## src/rtl/vga_text_writer_if.sv

```systemverilog
// Character stream, clear request and peripheral register bus of the VGA text writer.
interface vga_text_writer_if;
  logic        char_valid;
  logic [6:0]  char_data;
  logic        char_ready;
  logic        clear_req;
  logic        wea;
  logic [3:0]  addra;
  logic [31:0] dina;
  logic [31:0] douta;
  logic [6:0]  cur_x;
  logic [4:0]  cur_y;
  logic        busy;

  // Writer side: consumes characters, drives the peripheral register bus.
  modport master (
    input  char_valid, char_data, clear_req, douta,
    output char_ready, wea, addra, dina, cur_x, cur_y, busy
  );

  // Environment side: offers characters, models the peripheral.
  modport slave (
    output char_valid, char_data, clear_req, douta,
    input  char_ready, wea, addra, dina, cur_x, cur_y, busy
  );
endinterface

```

## src/rtl/vga_text_writer.sv

```systemverilog
// Buffers ASCII characters and writes them to a memory-mapped text peripheral:
// char, x, y, command, then waits for the peripheral's done bit before moving on.
module vga_text_writer #(
  parameter int unsigned FIFO_DEPTH = 8,
  parameter logic [7:0]  CMD_PUT    = 8'h01,
  parameter logic [7:0]  CMD_CLR    = 8'h02,
  parameter int unsigned SETTLE_CYC = 4,
  parameter int unsigned COLS       = 80,
  parameter int unsigned ROWS       = 30
) (
  input logic               clk,
  input logic               rst,
  vga_text_writer_if.master bus
);

  localparam int unsigned AW = $clog2(FIFO_DEPTH);
  localparam int unsigned CW = $clog2(FIFO_DEPTH + 1);

  typedef enum logic [2:0] {
    StIdle, StWrChar, StWrX, StWrY, StWrCmd, StSettle, StPollA, StPollC
  } state_t;

  state_t          state_q, state_d;
  logic [6:0]      mem [FIFO_DEPTH];
  logic [AW-1:0]   wr_ptr_q, rd_ptr_q;
  logic [CW-1:0]   count_q;
  logic            push, pop;
  logic [6:0]      head;
  logic            clr_pend_q, clr_pend_d;
  logic            op_clr_q, op_clr_d;
  logic [6:0]      code_q, code_d;
  logic [7:0]      settle_q, settle_d;
  logic [6:0]      cur_x_q, cur_x_d;
  logic [4:0]      cur_y_q, cur_y_d;
  logic            wea_q, wea_d;
  logic [3:0]      addra_q, addra_d;
  logic [31:0]     dina_q, dina_d;
  logic [6:0]      put_x;
  logic [4:0]      put_y, nl_y;
  logic            unused_douta;

  assign unused_douta   = ^bus.douta[31:1];
  assign bus.char_ready = (count_q != CW'(FIFO_DEPTH));
  assign push           = bus.char_valid && bus.char_ready;
  assign head           = mem[rd_ptr_q];
  assign bus.busy       = (count_q != '0) || (state_q != StIdle);
  assign bus.cur_x      = cur_x_q;
  assign bus.cur_y      = cur_y_q;
  assign bus.wea        = wea_q;
  assign bus.addra      = addra_q;
  assign bus.dina       = dina_q;

  // Cursor successors: after a put (with line and screen wrap) and after a newline.
  always_comb begin
    nl_y  = (cur_y_q == 5'(ROWS - 1)) ? 5'd0 : cur_y_q + 5'd1;
    put_x = cur_x_q + 7'd1;
    put_y = cur_y_q;
    if (cur_x_q == 7'(COLS - 1)) begin
      put_x = 7'd0;
      put_y = nl_y;
    end
  end

  // FIFO storage; contents need no reset since the pointers define validity.
  always_ff @(posedge clk) begin
    if (push) mem[wr_ptr_q] <= bus.char_data;
  end

  // FIFO pointers and occupancy.
  always_ff @(posedge clk or negedge rst) begin
    if (!rst) begin
      wr_ptr_q <= '0;
      rd_ptr_q <= '0;
      count_q  <= '0;
    end else begin
      if (push) wr_ptr_q <= wr_ptr_q + 1'b1;
      if (pop)  rd_ptr_q <= rd_ptr_q + 1'b1;
      unique case ({push, pop})
        2'b10:   count_q <= count_q + 1'b1;
        2'b01:   count_q <= count_q - 1'b1;
        default: count_q <= count_q;
      endcase
    end
  end

  // Next state, cursor and bus outputs; outputs are decoded from the next state so the
  // registered strobe lines up with the state that owns it.
  always_comb begin
    state_d    = state_q;
    pop        = 1'b0;
    code_d     = code_q;
    op_clr_d   = op_clr_q;
    settle_d   = settle_q;
    cur_x_d    = cur_x_q;
    cur_y_d    = cur_y_q;
    clr_pend_d = clr_pend_q | bus.clear_req;

    unique case (state_q)
      StIdle: begin
        if (clr_pend_q) begin
          op_clr_d = 1'b1;
          state_d  = StWrCmd;
        end else if (count_q != '0) begin
          pop = 1'b1;
          if (head == 7'h0A) begin
            cur_x_d = 7'd0;
            cur_y_d = nl_y;
          end else begin
            code_d   = head;
            op_clr_d = 1'b0;
            state_d  = StWrChar;
          end
        end
      end
      StWrChar: state_d = StWrX;
      StWrX:    state_d = StWrY;
      StWrY:    state_d = StWrCmd;
      StWrCmd: begin
        settle_d = 8'd0;
        state_d  = StSettle;
      end
      StSettle: begin
        if (settle_q == 8'(SETTLE_CYC - 1)) state_d = StPollA;
        else settle_d = settle_q + 8'd1;
      end
      StPollA: state_d = StPollC;
      StPollC: begin
        if (bus.douta[0]) begin
          state_d = StIdle;
          if (op_clr_q) begin
            cur_x_d    = 7'd0;
            cur_y_d    = 5'd0;
            // a request landing in the completion cycle stays pending
            clr_pend_d = bus.clear_req;
          end else begin
            cur_x_d = put_x;
            cur_y_d = put_y;
          end
        end else begin
          state_d = StPollA;
        end
      end
      default: state_d = StIdle;
    endcase

    wea_d   = 1'b0;
    addra_d = 4'd0;
    dina_d  = 32'd0;
    unique case (state_d)
      StWrChar: begin
        wea_d   = 1'b1;
        addra_d = 4'd1;
        dina_d  = {25'b0, code_d};
      end
      StWrX: begin
        wea_d   = 1'b1;
        addra_d = 4'd2;
        dina_d  = {25'b0, cur_x_q};
      end
      StWrY: begin
        wea_d   = 1'b1;
        addra_d = 4'd3;
        dina_d  = {27'b0, cur_y_q};
      end
      StWrCmd: begin
        wea_d   = 1'b1;
        addra_d = 4'd0;
        dina_d  = {24'b0, (op_clr_d ? CMD_CLR : CMD_PUT)};
      end
      default: ;
    endcase
  end

  // Control state, cursor and registered bus outputs.
  always_ff @(posedge clk or negedge rst) begin
    if (!rst) begin
      state_q    <= StIdle;
      clr_pend_q <= 1'b0;
      op_clr_q   <= 1'b0;
      code_q     <= 7'd0;
      settle_q   <= 8'd0;
      cur_x_q    <= 7'd0;
      cur_y_q    <= 5'd0;
      wea_q      <= 1'b0;
      addra_q    <= 4'd0;
      dina_q     <= 32'd0;
    end else begin
      state_q    <= state_d;
      clr_pend_q <= clr_pend_d;
      op_clr_q   <= op_clr_d;
      code_q     <= code_d;
      settle_q   <= settle_d;
      cur_x_q    <= cur_x_d;
      cur_y_q    <= cur_y_d;
      wea_q      <= wea_d;
      addra_q    <= addra_d;
      dina_q     <= dina_d;
    end
  end

endmodule

```

## src/flat_wrapper.sv

```systemverilog
// flat-port wrapper written by rule: the top's interface ports become plain ports
module vga_text_writer_flat 
#(
  parameter int unsigned FIFO_DEPTH = 8,
  parameter logic [7:0]  CMD_PUT    = 8'h01,
  parameter logic [7:0]  CMD_CLR    = 8'h02,
  parameter int unsigned SETTLE_CYC = 4,
  parameter int unsigned COLS       = 80,
  parameter int unsigned ROWS       = 30
)
  (clk, rst, bus_char_valid, bus_char_data, bus_clear_req, bus_douta, bus_char_ready, bus_wea, bus_addra, bus_dina, bus_cur_x, bus_cur_y, bus_busy);
  vga_text_writer_if bus_i ();
  input logic clk;
  input logic rst;
  input wire logic [$bits(bus_i.char_valid)-1:0] bus_char_valid;
  input wire logic [$bits(bus_i.char_data)-1:0] bus_char_data;
  input wire logic [$bits(bus_i.clear_req)-1:0] bus_clear_req;
  input wire logic [$bits(bus_i.douta)-1:0] bus_douta;
  output wire logic [$bits(bus_i.char_ready)-1:0] bus_char_ready;
  output wire logic [$bits(bus_i.wea)-1:0] bus_wea;
  output wire logic [$bits(bus_i.addra)-1:0] bus_addra;
  output wire logic [$bits(bus_i.dina)-1:0] bus_dina;
  output wire logic [$bits(bus_i.cur_x)-1:0] bus_cur_x;
  output wire logic [$bits(bus_i.cur_y)-1:0] bus_cur_y;
  output wire logic [$bits(bus_i.busy)-1:0] bus_busy;
  assign bus_i.char_valid = bus_char_valid;
  assign bus_i.char_data = bus_char_data;
  assign bus_i.clear_req = bus_clear_req;
  assign bus_i.douta = bus_douta;
  assign bus_char_ready = bus_i.char_ready;
  assign bus_wea = bus_i.wea;
  assign bus_addra = bus_i.addra;
  assign bus_dina = bus_i.dina;
  assign bus_cur_x = bus_i.cur_x;
  assign bus_cur_y = bus_i.cur_y;
  assign bus_busy = bus_i.busy;
  vga_text_writer #(.FIFO_DEPTH(FIFO_DEPTH), .CMD_PUT(CMD_PUT), .CMD_CLR(CMD_CLR), .SETTLE_CYC(SETTLE_CYC), .COLS(COLS), .ROWS(ROWS)) u_core (.clk(clk), .rst(rst), .bus(bus_i));
endmodule
```

## config.mk

```make
export PLATFORM = sky130hd
export DESIGN_NAME = vga_text_writer_flat
export DESIGN_NICKNAME = d
export VERILOG_FILES = /design/src/rtl/vga_text_writer_if.sv /design/src/rtl/vga_text_writer.sv /design/src/flat_wrapper.sv
export SDC_FILE = /design/constraint.sdc
export NUM_CORES = 1
export LEC_CHECK = 0
export ABC_CLOCK_PERIOD_IN_PS = 3400
export BUFFER_PORTS_ARGS = -buffer_cell sky130_fd_sc_hd__buf_2
export CORE_MARGIN = 3
export CORE_UTILIZATION = 55
export DETAILED_ROUTE_END_ITERATION = 16
export GPL_TIMING_DRIVEN = 0
export PLACE_DENSITY = 0.8
export SLEW_MARGIN = 0
export SYNTH_ARGS = -nofsm -noshare
export SYNTH_HDL_FRONTEND = slang
export SYNTH_SLANG_ARGS = --single-unit
```

## constraint.sdc

```tcl
create_clock -name clk -period 3.4 [get_ports clk]
set_clock_uncertainty 0.1 [all_clocks]
set_input_delay 0 -clock clk [delete_from_list [all_inputs] [get_ports clk]]
set_output_delay 0 -clock clk [all_outputs]
set_load 0.005 [all_outputs]
```

== Word level (Yosys, flattened, before mapping) ==
Memories as Yosys holds them, arrays and structs flattened.
Cells that the tools add are included.

* Memory bits (writable): 56
* Bits in registers: 52
* Memories: 1
* Logic and storage cells: 102
* Input port bits: 43

* Reductions and logical operators: 12
* Add/sub/neg operators: 7
* Multiplexer cells: 44
* Bitwise operators: 1
* Equal/unequal tests: 24

{| class="wikitable"
|+ Memory list
! name !! words !! width !! read ports !! clocked after memory_dff !! wr ports !! RTL line !! source
|-
| u_core.mem || 8 || 7 || 1 || 0 || 1 || vga_text_writer.sv:24 || <nowiki>logic [6:0] mem [FIFO_DEPTH];</nowiki>
|}

{| class="wikitable"
|+ Operators by type and width
! kind !! count
|-
| two-way mux 7 bit || 10
|-
| two-way mux 5 bit || 7
|-
| one-hot mux 7 bit (4 select lines) || 1
|-
| one-hot mux 3 bit (8 select lines) || 1
|-
| one-hot mux 8 bit (2 select lines) || 1
|-
| equality test 3 bit, second input constant || 5
|-
| two-way mux 3 bit || 5
|-
| one-hot mux 7 bit (2 select lines) || 1
|-
| two-way mux 1 bit || 13
|-
| equality test 3 x 2 -> 1 bit, second input constant || 4
|-
| one-hot mux 5 bit (2 select lines) || 1
|-
| adder 8 x 1 -> 8 bit, second input constant || 1
|-
| equality test 8 x 2 -> 1 bit, second input constant || 1
|-
| two-way mux 8 bit || 1
|-
| one-hot mux 4 bit (2 select lines) || 1
|-
| adder 7 x 1 -> 7 bit, second input constant || 1
|-
| equality test 7 x 4 -> 1 bit, second input constant || 1
|-
| equality test 7 bit, second input constant || 1
|-
| adder 3 x 1 -> 3 bit, second input constant || 2
|-
| equality test 3 x 1 -> 1 bit, second input constant || 2
|-
| inequality test 2 bit, second input constant || 3
|-
| one-hot mux 2 bit (3 select lines) || 1
|-
| AND reduction 6 bit || 1
|-
| nonzero test 2 bit || 3
|-
| 19 further kinds || 20
|}

== Depth between registers and ports, before layout ==
Gate-level depths: netlist of run 1.
An unclocked memory read counts as a cell.

* Depth after elaboration: 9
* Mapped depth: 11

== Worst setup path after synthesis of run 1 ==
OpenSTA, ideal clock, no wires.

* Path type: register -> register
* From: register u_core.rd_ptr_q[1]
* To: register u_core.cur_x_q[6], in the netlist u_core.bus.cur_x[6]
* Library setup time: 0.069 ns
* Clock period less this slack: 2.541 ns
* Setup slack: 0.859 ns
* Required time: 3.231 ns
* Stages on the path, launching flop included: 10
* Arrival time: 2.372 ns
* Buffers on the path: 3
* Cell sequence: dfrtp_1 buf_2 buf_1 mux4_1 mux2i_4 nand3b_1 o31a_1 buf_6 or4_1 nand3_1

* Word-level cells in the longest chain between the ends: 4

{| class="wikitable"
|+ RTL lines
! item !! RTL line !! source
|-
| start: declaration || vga_text_writer.sv:25 || <nowiki>logic [AW-1:0] wr_ptr_q, rd_ptr_q;</nowiki>
|-
| start signal: assignment || vga_text_writer.sv:77 || <nowiki>if (pop) rd_ptr_q <= rd_ptr_q + 1'b1;</nowiki>
|-
| memory (8 x 7 bit) || - ||
|-
| equality test 7 x 4 -> 1 bit || vga_text_writer.sv:105 || <nowiki>if (head == 7'h0A) begin</nowiki>
|-
| inequality test 2 x 1 -> 1 bit (no source line) || - ||
|-
| AND reduction 5 bit (no source line) || - ||
|-
| end signal: assignment || vga_text_writer.sv:193 || <nowiki>cur_x_q <= cur_x_d;</nowiki>
|-
| end: declaration || vga_text_writer.sv:33 || <nowiki>logic [6:0] cur_x_q, cur_x_d;</nowiki>
|}

No other way between the ends.
A chain may end at the register's enable or synchronous reset.

== Worst setup path after layout of run 1 ==
* From: register u_core.rd_ptr_q[1]
* To: register u_core.cur_x_q[2], in the netlist u_core.bus.cur_x[2]

Same word-level chain as after synthesis.

==> qor.yml, run 1 <==
crit_path_end_kind: "flop"
h-tree-depth: 3
grt_pass1_vias: 3029
rsz0062_at_grt: "no"
antenna_cells: 0
ys_seq_area_frac: 0.583
slew-limit-headroom: 0.203
hold_violations: 0
post_cts_buffers: 0
worst_pin_slew_ns: 1.19
start_util: 0.577
worst-path-buf-inv: 4
syn_to_final_growth_pct: 15.3
cts-root-buf: "clkbuf_8"
avgSynthCellArea_sq_um: 12.9
first_pass_iters: 4
crit_family: "buffers and inverters"
cts_tree: "done"
setup_viol: 0
antenna_found_initial: 0
worstSkewPairLatency_ns: 0.37
tns_ns: 0
max-vdd-ir-drop_v: 0.000489
cts_buffer_depth: 2
dp.final_hpwl_mm: 6.40
synth-warning-count: 0
coreArea_sq_mm: 0.00834
synth_ff_type: "edfxtp_1"
ff2ff_setup_slack_ns: 0.44
netlist_area_sq_mm: 0.00481
cts.clk_slew.worst_paths_ns: 0.10
fmax_ghz: 0.338
worstSetupStartpointType: "flop"
drive_above_1_share: 0.203
post-place-ws_ns: 0.477
drt-initial-drc-count: 204
finalCritPeriodShare: 0.871
maxCapViolations: 0
async_flop_share: 0.446
min_period_ns: 2.96
grt_max_degree: 46
fin_util: 0.665
place.gp.congestion: 0.906
cts_made_buffers: 9
critPathSlowestCell: "buf_1"
place.port_buffers: 35
cp_max_fo: 10
syn_inst: 373
post_drt_wl_per_cell_microns: 16.2
nNetsFinal: 510
path_cells: "buf_2 -> buf_1 -> mux4_1 -> mux2i_1 -> nand3b_1 -> o31a_1 -> buf_6 -> clkbuf_1 -> o21ai_0 -> o41ai_1"
cts.sinks: 101
worstPathArrival_ns: 3.11
power.leakage_nw: 2.29
status: "complete, no violations"
whs_ns: 0.228
post_drt_via_cell_ratio: 5.57
min_path_type: "input pin to async pin"
grtUsageTotal: 0.194
drtAntennaViolNets: 0
slew_violations: 0
crit_type: "flop to flop"
die_height_microns: 99.5
multiInputGateArea_sq_mm: 0.00176
io_pins: 94
routed-via-count: 3156
num_rows: 33
synth_edf_count: 56
synth.distinct_cells: 49
dieWidth_microns: 99.5
grt_pass1_wl_mm: 14.8
setup_ws_ns: 0.439
required_ns: 3.55
die-area_sq_mm: 0.00991
synth-seq-cells: 101
cpPeakStageDelay_ns: 0.45
nFillCells: 595
seq_area_sq_mm: 0.00281
drcViolationCount: 0
power_density_mw_per_mm2: 670
overflow: 0
drt_wl_total_mm: 9.16
metrics by stage:
stage	area, sq um	instances	power, W
global placement	5220	539	0.00287
floorplan	4910	399	0.00256
CTS	5550	567	0.00373
detailed placement	5220	539	0.00292
global route	5550	567	0.00395
finish	5550	567	0.00372
final cells by class:
type,instances,area share
Buffer,43,0.0528
Clock buffer,9,0.0223
Clock inverter,7,0.0156
Inverter,13,0.00880
Multi-Input combinational cell,242,0.317
Sequential cell,101,0.506
Tap cell,105,0.0237
Timing Repair Buffer,47,0.0532
registers in the layout, summed over array words and instances, names as in the netlist:
register	count
u_core.rd_ptr_q	3
u_core.bus.dina	7
u_core.bus.cur_y	5
u_core.bus.wea	1
u_core.wr_ptr_q	3
u_core.count_q	4
u_core.bus.addra	2
u_core.bus.cur_x	7
u_core.clr_pend_q	1
u_core.mem	56
u_core.state_q	3
u_core.op_clr_q	1
u_core.settle_q	8
cell usage in the layout, fill, tap and decap left out, drive strengths merged, types with 6 or more instances in the layout:
cell / instances
xnor2: 8
edfxtp: 56
o31ai: 6
mux2i: 7
ha: 9
dlygate4sd3: 12
inv: 18
nand3: 10
clkbuf: 17
nor3: 12
dfrtp: 45
mux4: 15
nor2: 28
o21ai: 20
nand2b: 8
nand2: 24
buf: 70
conb: 27
cell usage after synthesis, types with 4 or more instances:
cell type	number	area [sq um]
a21oi_1	5	25.0
a22oi_1	5	37.5
a31oi_1	4	25.0
buf_4	27	203
clkbuf_1	8	30.0
dfrtp_1	45	1130
edfxtp_1	56	1680
ha_1	9	113
inv_1	13	48.8
mux2i_1	6	60.1
mux4_1	13	342
nand2_1	24	90.1
nand2b_1	8	50.1
nand3_1	10	50.1
nand4_1	5	31.3
nor2_1	28	105
nor3_1	12	60.1
nor3b_1	5	37.5
o21ai_0	20	100
o22ai_1	5	31.3
o31ai_1	6	45.0
xnor2_1	8	70.1
xor2_1	4	35.0
power breakdown:
part | internal, W | switching (W) | leakage, nW
Combinational | 0.000522 | 0.000656 | 1.09
Clock | 0.000360 | 0.000434 | 0.110
Sequential | 0.00155 | 0.000190 | 1.09
path summary, 6_finish.rpt:
check,endpoint,from,cells after the start
max,u_core.bus.cur_x[2],u_core.rd_ptr_q[1],10
max reg2reg,u_core.bus.cur_x[2],u_core.rd_ptr_q[1],10
max in group asynchronous,u_core.settle_q[6],rst,2
min reg2reg,u_core.count_q[3],u_core.count_q[3],1
min,u_core.bus.cur_y[1],rst,2
min in group clk,u_core.mem[5][0],bus_char_data[0],2
cell families (layout without fill, tap and decap cells):
logic type	after synthesis	after routing	synth area share
AOI/OAI and AO/OA	58	58	0.0770
xor gates and xnor gates	12	12	0.0218
adders and majority gates	10	10	0.0276
buffers and inverters	56	119	0.0710
DFF	101	101	0.583
muxes	24	24	0.102
other	1	27	0.000779
and+or+nand+nor	111	111	0.116
per-layer routing:
metal | wire [microns] | share of wire | GRT usage | up-vias
met2 | 4710 | 0.51 | 0.331 | 97
met4 | 165 | 0.018 | 0.0567 | 0
met3 | 539 | 0.059 | 0.0498 | 20
met5 | 0 | 0 | 0 | -
li1 | - | - | - | 1505
met1 | 3750 | 0.41 | 0.244 | 1534
timing repair:
item,in CTS,in global routing
resized for setup,0,0
hold buffers,12,0
hold endpoints to repair,107,0
Power figures use the tool's default switching activity.
==> run 2: changes to the inputs <==
--- a/config.mk
+++ b/config.mk
@@ -5,10 +5,11 @@
 export SDC_FILE = /design/constraint.sdc
 export NUM_CORES = 1
 export LEC_CHECK = 0
+export ABC_AREA = 1
 export ABC_CLOCK_PERIOD_IN_PS = 3400
 export BUFFER_PORTS_ARGS = -buffer_cell sky130_fd_sc_hd__buf_2
 export CORE_MARGIN = 3
-export CORE_UTILIZATION = 55
+export CORE_UTILIZATION = 56
 export DETAILED_ROUTE_END_ITERATION = 16
 export GPL_TIMING_DRIVEN = 0
 export PLACE_DENSITY = 0.8
==> qor.yml, run 2 <==
placed_area_sq_mm: 0.00556
startpoint: "u_core.state_q[0]"
synth_mux_area_frac: 0
coreArea_sq_mm: 0.00881
synth_common_cells: "141 x nand2_1, 92 x inv_1, 61 x nand3_1"
overflow: 0
start_util: 0.585
worstSetupStartpointType: "flop"
worstPathArrival_ns: 3.04
die-area_sq_mm: 0.0104
cts_buffer_depth: 2
whs_ns: 0.246
synth_top_area_cell: "edfxtp_1"
synth_compound_area_frac: 0.0430
crit_path_end_kind: "flop"
rsz0062_at_grt: "no"
finalCritPeriodShare: 0.851
place.port_buffers: 35
crit_type: "flop to flop"
netlist_area_sq_mm: 0.00515
slew-limit-headroom: 0.314
avgSynthCellArea_sq_um: 9.06
synth-warning-count: 0
synth_top_family_by_area: "simple AND/OR/NAND/NOR gates"
ff2ff_path_depth: 12
maxCapViolations: 0
drcViolationCount: 0
synth_edf_count: 56
syn_inst: 568
setup_viol: 0
drive_above_1_share: 0.166
grtUsageTotal: 0.222
place.gp.congestion: 0.925
synth.distinct_cells: 35
min_path_type: "input pin to async pin"
ctsHoldBuffers: 12
layout_commonest_cell: "nand2_1"
h-tree-depth: 3
fmax_ghz: 0.346
drtAntennaViolNets: 0
required_ns: 3.55
synth_area_leaders: "edfxtp_1 33%, dfrtp_1 22%, nand2_1 10%"
num_rows: 34
grt_pass1_wl_mm: 17.7
cts-root-buf: "clkbuf_8"
hold_violations: 0
post_drt_wl_per_cell_microns: 14.1
first_pass_iters: 5
syn_to_final_growth_pct: 14.3
status: "complete, no violations"
max-vdd-ir-drop_v: 0.000454
drt_wl_total_mm: 10.8
drt-initial-drc-count: 347
power.leakage_nw: 2.90
final_cell_area_sq_mm: 0.00588
routed-via-count: 3887
top_regs: "u_core.mem (56), u_core.settle_q (8)"
worstSkewPairLatency_ns: 0.36
nNetsFinal: 705
cts_resized: 0
post_cts_buffers: 0
synth-simple-area-share: 0.229
ff2ff_setup_slack_ns: 0.51
grt_max_degree: 47
reg2reg_to: "u_core.count_q[3]"
die_height_microns: 102
antenna_found_initial: 0
nFillCells: 666
path_cells: "inv_1 -> nand3_1 -> nor3_2 -> ha_1 -> ha_1 -> nand2_1 -> nor2_1 -> a211oi_1 -> nor2_1 -> nor2_1 -> nand2_1 -> xor2_1"
grt_pass1_vias: 3632
synth_adder_area_share: 0.0258
final_cell_mix: "141 x nand2_1, 92 x inv_1, 61 x nand3_1"
slew_violations: 0
async_flop_share: 0.451
post_drt_via_cell_ratio: 5.08
synth.most_common_cell: "nand2_1"
cpPeakStageDelay_ns: 0.62
cts.sinks: 102
r2r-start: "u_core.state_q[0]"
largest_reg_flops: 56
synth.top_cell.area_share: 0.327
dieWidth_microns: 102
cpMostUsedCell: "nor2_1"
tns_ns: 0
dp.final_hpwl_mm: 7.50
top_register: "u_core.mem"
cts_made_buffers: 9
antenna_cells: 0
synthXorXnorAreaFrac: 0.0255
synth_ff_type: "edfxtp_1"
critPathSlowestCell: "nor3_2"
min_period_ns: 2.89
power_density_mw_per_mm2: 635
cts.clk_slew.worst_paths_ns: 0.10
ys_seq_area_frac: 0.550
synth-seq-cells: 102
cp_max_fo: 9
cts_tree: "done"
io_pins: 94
worst_pin_slew_ns: 1.03
[run 2: cell count changes in the layout (fill, tap and decap cells not counted), moves of 7 or more]
cell	change
nand3_1	+51
clkbuf_1	-7
nand2_1	+117
nand2b_1	-8
mux4_1	-13
nor2_1	+7
xor2_1	+9
inv_1	+79
[run 2: layout make-up]
| class | count | area [sq um] | area share |
|---|---|---|---|
| Buffer | 38 | 290 | 0.0493 |
| Clock buffer | 9 | 124 | 0.0211 |
| Clock inverter | 7 | 82.6 | 0.0140 |
| Inverter | 95 | 357 | 0.0606 |
| Multi-Input combinational cell | 359 | 1770 | 0.300 |
| Sequential cell | 102 | 2830 | 0.481 |
| Tap cell | 108 | 135 | 0.0230 |
| Timing Repair Buffer | 47 | 295 | 0.0502 |
[run 2: cell families after synthesis]
family | Yosys count
flops | 102
compound gates | 38
fa+ha+maj | 10
buf+inv | 133
simple gates | 269
other cells | 1
xor+xnor | 15
[run 2: how the worst max path moves through the flow]
stage	endpoint	slack, ns	cells past startpoint
2_1_floorplan	u_core.count_q[3]	0.92	12
3_3_place_gp	u_core.count_q[3]	0.62	12
3_5_place_dp	u_core.count_q[3]	0.53	12
4_1_cts	u_core.count_q[3]	0.51	12
5_1_grt	u_core.count_q[3]	0.24	12
6_report	u_core.count_q[3]	0.51	12
[run 2: per-stage QoR]
| step | worst slack [ns] | instances | power, W | util |
|---|---|---|---|---|
| 2_1_floorplan | 0.921 | 594 | 0.00257 | - |
| 3_3_place_gp | 0.624 | 737 | 0.00289 | 0.631 |
| 3_5_place_dp | 0.530 | 737 | 0.00295 | 0.631 |
| 4_1_cts | 0.506 | 765 | 0.00373 | 0.668 |
| 5_1_grt | 0.244 | 765 | 0.00402 | 0.668 |
| 6_report | 0.507 | 765 | 0.00374 | 0.668 |
[run 2: per-layer routing]
layer	vias to the layer above	GRT usage	wire length [microns]
met2	173	0.360	5260
met3	22	0.0423	876
met4	0	0.0747	229
met5	-	0	0
li1	1929	-	-
met1	1763	0.304	4430
[run 2: power breakdown]
part / switching (W) / total [W] / internal [W]
Clock: 0.000427 / 0.000778 / 0.000351
Combinational: 0.000822 / 0.00125 / 0.000426
Sequential: 0.000159 / 0.00171 / 0.00155
[run 2: worst max-delay path, delay by kind of cell (launching register included)]
family	cells	cell delay [ns]
fa+ha+maj	2	0.59
buf+inv	1	0.14
flops	1	0.42
compound gates	1	0.25
simple gates	7	1.15
xor+xnor	1	0.14
